$ cat src/rtl/mul_acc_pipe_pkg.sv
// Shared constants for the multiply-accumulate pipeline.
package mul_acc_pipe_pkg;

    // iAcc encoding: start a new sum or fold into the running one
    localparam logic ACC_LOAD = 1'b0;
    localparam logic ACC_ADD  = 1'b1;

    // Accumulator width: full product plus guard bits
    function automatic int acc_width(input int size, input int guard);
        return 2 * size + guard;
    endfunction

endpackage

$ cat src/rtl/IMUL1_LOGIC.sv
// Combinational unsigned array multiplier: sum of shifted partial products.
module IMUL1_LOGIC #(
    parameter int SIZE = 16
) (
    input  logic [SIZE-1:0]   iA,
    input  logic [SIZE-1:0]   iB,
    output logic [2*SIZE-1:0] oProd
);

    logic [2*SIZE-1:0] a_ext;

    assign a_ext = {{SIZE{1'b0}}, iA};

    // One row per multiplier bit; each row is the multiplicand gated and shifted
    always_comb begin
        oProd = '0;
        for (int i = 0; i < SIZE; i++) begin
            if (iB[i]) oProd = oProd + (a_ext << i);
        end
    end

endmodule

$ cat src/rtl/mul_acc_pipe.sv
// Two-stage handshaked MAC: S1 registers operands, S2 multiplies and folds
// the product into a guarded accumulator presented over valid/ready.
module mul_acc_pipe
    import mul_acc_pipe_pkg::*;
#(
    parameter int SIZE  = 16,
    parameter int GUARD = 8,
    parameter int CNT_W = 8,
    localparam int ACC_W = acc_width(SIZE, GUARD)
) (
    input  logic             Clock,
    input  logic             Reset,
    input  logic             iValid,
    output logic             oReady,
    input  logic [SIZE-1:0]  iA,
    input  logic [SIZE-1:0]  iB,
    input  logic             iAcc,
    input  logic             iClear,
    output logic             oValid,
    input  logic             iReady,
    output logic [ACC_W-1:0] oResult,
    output logic             oOverflow,
    output logic [CNT_W-1:0] oCount
);

    // S1 operand stage
    logic             s1_vld_q;
    logic [SIZE-1:0]  a_q, b_q;
    logic             mode_q;

    // S2 accumulator / output stage
    logic [ACC_W-1:0] acc_q, acc_d;
    logic             ovf_q, ovf_d;
    logic [CNT_W-1:0] cnt_q, cnt_d;
    logic             vld_q, vld_d;

    logic             stall, accept, fire;
    logic [2*SIZE-1:0] prod;
    logic [ACC_W-1:0] prod_ext;
    logic [ACC_W-1:0] base_acc;
    logic             base_ovf;
    logic [CNT_W-1:0] base_cnt;
    logic [ACC_W:0]   sum;

    // Whole pipe freezes only while a result sits unconsumed
    assign stall  = vld_q & ~iReady;
    assign oReady = ~stall;
    assign accept = iValid & ~stall;
    assign fire   = s1_vld_q & ~stall;

    IMUL1_LOGIC #(.SIZE(SIZE)) u_mul (
        .iA    (a_q),
        .iB    (b_q),
        .oProd (prod)
    );

    assign prod_ext = ACC_W'(prod);

    // S1 capture; holds operands under stall, drops valid when nothing arrives
    always_ff @(posedge Clock or negedge Reset) begin
        if (!Reset) begin
            s1_vld_q <= 1'b0;
            a_q      <= '0;
            b_q      <= '0;
            mode_q   <= ACC_LOAD;
        end else if (!stall) begin
            s1_vld_q <= accept;
            if (accept) begin
                a_q    <= iA;
                b_q    <= iB;
                mode_q <= iAcc;
            end
        end
    end

    // Accumulator next state; a same-edge clear zeroes the base the fold starts from
    always_comb begin
        base_acc = iClear ? '0 : acc_q;
        base_ovf = iClear ? 1'b0 : ovf_q;
        base_cnt = iClear ? '0 : cnt_q;
        sum      = {1'b0, base_acc} + {1'b0, prod_ext};
        acc_d    = acc_q;
        ovf_d    = ovf_q;
        cnt_d    = cnt_q;
        vld_d    = vld_q;
        if (fire) begin
            vld_d = 1'b1;
            if (mode_q == ACC_LOAD) begin
                acc_d = prod_ext;
                ovf_d = 1'b0;
                cnt_d = CNT_W'(1);
            end else begin
                acc_d = sum[ACC_W-1:0];
                ovf_d = base_ovf | sum[ACC_W];
                cnt_d = (&base_cnt) ? base_cnt : base_cnt + CNT_W'(1);
            end
        end else begin
            if (iClear) begin
                acc_d = '0;
                ovf_d = 1'b0;
                cnt_d = '0;
            end
            if (vld_q & iReady) vld_d = 1'b0;
        end
    end

    // S2 / output registers
    always_ff @(posedge Clock or negedge Reset) begin
        if (!Reset) begin
            acc_q <= '0;
            ovf_q <= 1'b0;
            cnt_q <= '0;
            vld_q <= 1'b0;
        end else begin
            acc_q <= acc_d;
            ovf_q <= ovf_d;
            cnt_q <= cnt_d;
            vld_q <= vld_d;
        end
    end

    assign oValid    = vld_q;
    assign oResult   = acc_q;
    assign oOverflow = ovf_q;
    assign oCount    = cnt_q;

endmodule

$ cat config.mk
export PLATFORM = sky130hd
export DESIGN_NAME = mul_acc_pipe
export DESIGN_NICKNAME = d
export VERILOG_FILES = /design/src/rtl/mul_acc_pipe_pkg.sv /design/src/rtl/IMUL1_LOGIC.sv /design/src/rtl/mul_acc_pipe.sv
export SDC_FILE = /design/constraint.sdc
export NUM_CORES = 1
export LEC_CHECK = 0
export ABC_AREA = 1
export CORE_ASPECT_RATIO = 0.8
export CORE_UTILIZATION = 35
export CTS_CLUSTER_DIAMETER = 40
export DETAILED_ROUTE_END_ITERATION = 12
export PLACE_DENSITY = 0.57
export SLEW_MARGIN = 15
export SYNTH_ARGS = -nofsm -noshare
export SYNTH_HDL_FRONTEND = slang
export SYNTH_HIERARCHICAL = 1
export SYNTH_SLANG_ARGS = --single-unit
$ cat constraint.sdc
create_clock -name Clock -period 53.6 [get_ports Clock]
set_clock_uncertainty 0.05 [all_clocks]
set_input_delay 10.72 -clock Clock [delete_from_list [all_inputs] [get_ports Clock]]
set_output_delay 10.72 -clock Clock [all_outputs]
set_load 0.01 [all_outputs]
==> results.cfg <==
[sta]
setup_viol = 0
hold_viol = 0
timing.fmax_mhz = 44.11
setup_slack_ns = 30.93
rsz0062_at_grt = no
fin_crit_sh_pct = 42.29
finalSetupTns_ns = 0
drv_slew = 0
tightest_slew_ns = 1.158
worst_slew_margin_rel_pct = 22.79
period_needed_ns = 22.67

[cells_and_area]
diodes = 0
nNetsFinal = 3843
final_cells = 4255
drive_gt1_share_pct = 6.454
multi_input_area_sq_um = 16620
fin_util_pct = 38.91
area_growth_pct = 9.100
register_area_sq_um = 2102
fill_cells = 6545

[floorplan]
dieHeight_microns = 220.4
die_area_sq_um = 60620
initial_core_util_pct = 35.67
fp.dieW_microns = 275.0
std_cell_rows = 79
core-area_sq_um = 58520
io_pins = 89

[global_routing]
grt_max_degree = 64
grt_pass1_vias = 19680
grt_overflow = 0
grt_pass1_wl_microns = 103700
antenna_found_initial = 0
grt_use_total_pct = 21.46

[placed_design]
pre_cts_ws_ns = 30.93
post-place-cells = 4240
place_congestion = 0.9203
io_buffers = 88
dp_hpwl_microns = 50790

[yosys]
syn_avg_cell_area_sq_um = 6.087
synth_edf_count = 0
yosysTopAreaCell = ha_1
netlist_area_sq_um = 20870
synth_common_cells = nand2_1 (997), inv_1 (440), ha_1 (307)
netlist.area_leader.share_pct = 18.40
syn_inst = 3429
synth_nets = 3790
async_reset_ff_share_pct = 100.0
ys_ff_latch = 84
synth_cell_types = 68
yosysWarnings = 6
ys_seq_area_share_pct = 10.07
synth_area_leaders = ha_1 (18%), nand2_1 (18%), dfrtp_1 (10%)
yosysMostFrequentCell = nand2_1
synth_ff_type = dfrtp_1

[hold_path]
hp-class = reg -> reg
hold_start = s1_vld_q

[cts]
cts_tree = built
cts.path.max_buffers = 2
numCtsBuffers = 9
cts_setup_buffers = 0
clock-root-buffer = clkbuf_16
clkTransAtPathRegs_ns = 0.07
clk_latency_ns = 0.41
htreeDepth = 3
clock_sink_count = 84
ctsResizeCount = 0
ctsHoldBuffers = 0

[critical_path]
path_class = in -> out
cp-endpoint = oReady
crit_start = iReady
crit_path_end_kind = output port
ff2ff_setup_slack_ns = 32.02
r2r-start = b_q[0]
crit_arrival_ns = 11.90
start_kind = primary input
crit_path_max_fanout = 4
worstPathRequired_ns = 42.83
r2r_end = oResult[39]
worstRegToRegCells = 120

[route]
dr.pass1.iters = 9
post_drt_wl_per_cell_microns = 15.17
drt_iter0_markers = 1395
route.detailed.drc = 2
vias = 21440
postRouteAntennaNets = 0
avgViaCountPerCell = 5.039
wl_microns = 64550

[outcome]
violations = design-rule violations
outcome = finished, violations left

[job]
drv_cap = 0
-- cell type report --
class | count | share of cell area, %
clock buffers | 9 | 0.9891
flip-flops and latches | 84 | 9.231
well taps | 769 | 4.226
multi-input cells | 2820 | 73.00
clock inverters | 6 | 0.4286
inverters | 457 | 7.561
repair buffers | 110 | 4.561
-- layout by cell type, fill, tap and decap left out, types with 30 or more instances in the layout --
cell type	instances
a21oi_1	259
and2_1	53
clkdlybuf4s50_1	86
dfrtp_1	84
ha_1	307
inv_1	440
mux2_2	33
nand2_1	996
nand2_2	34
nand3_1	303
nor2_1	225
nor3_1	31
o21ai_0	137
o21ai_1	41
o21ai_2	30
or2_2	32
xnor2_1	48
xor2_1	71
-- state kept, by name (all words and copies together) (netlist names) --
register / count
oResult: 40
a_q: 16
oValid: 1
mode_q: 1
oCount: 8
b_q: 16
oOverflow: 1
s1_vld_q: 1
-- how the worst min path moves through the flow --
| stage | end | slack (ns) | cells past startpoint |
|---|---|---|---|
| finish | oValid | 0.43 | 2 |
| global route | oValid | 0.45 | 2 |
| CTS | oValid | 0.43 | 2 |
| detailed placement | oValid | 0.41 | 2 |
| global placement | oValid | 0.42 | 2 |
| floorplan | oValid | 0.39 | 2 |
-- metal layers --
metal | wire length, microns | track usage, % | vias up
met4 | 740 | 3.628 | 0
li1 | - | - | 11390
met5 | 0 | 0 | -
met1 | 33830 | 32.06 | 9611
met3 | 2687 | 2.203 | 40
met2 | 27290 | 33.31 | 399
-- per-stage QoR --
stage / area [sq um] / hold slack [ns]
after floorplan: 20870 / 0.3917
after detailed placement: 22450 / 0.4107
after CTS: 22770 / 0.4283
final: 22770 / 0.4272
after global placement: 22450 / 0.4176
after global routing: 22770 / 0.4456
-- worst max-delay path: stages --
cell and delay, ns:
clkdlybuf4s50_1 0.40, nor2_1 0.18, inv_1 0.12, clkdlybuf4s50_1 0.49
-- cell families after synthesis --
logic type	Yosys count	synth area share, %
AND/OR/NAND/NOR	1751	36.43
XOR/XNOR	119	4.994
flip-flops	84	10.07
AO/OA/AOI/OAI	594	16.49
buffers and inverters	525	10.29
multiplexers	33	1.780
adder cells (fa/ha/maj)	323	19.94
Power is not shown: default switching activity piles up to over one toggle a cycle in this logic, so the estimate is an artifact.
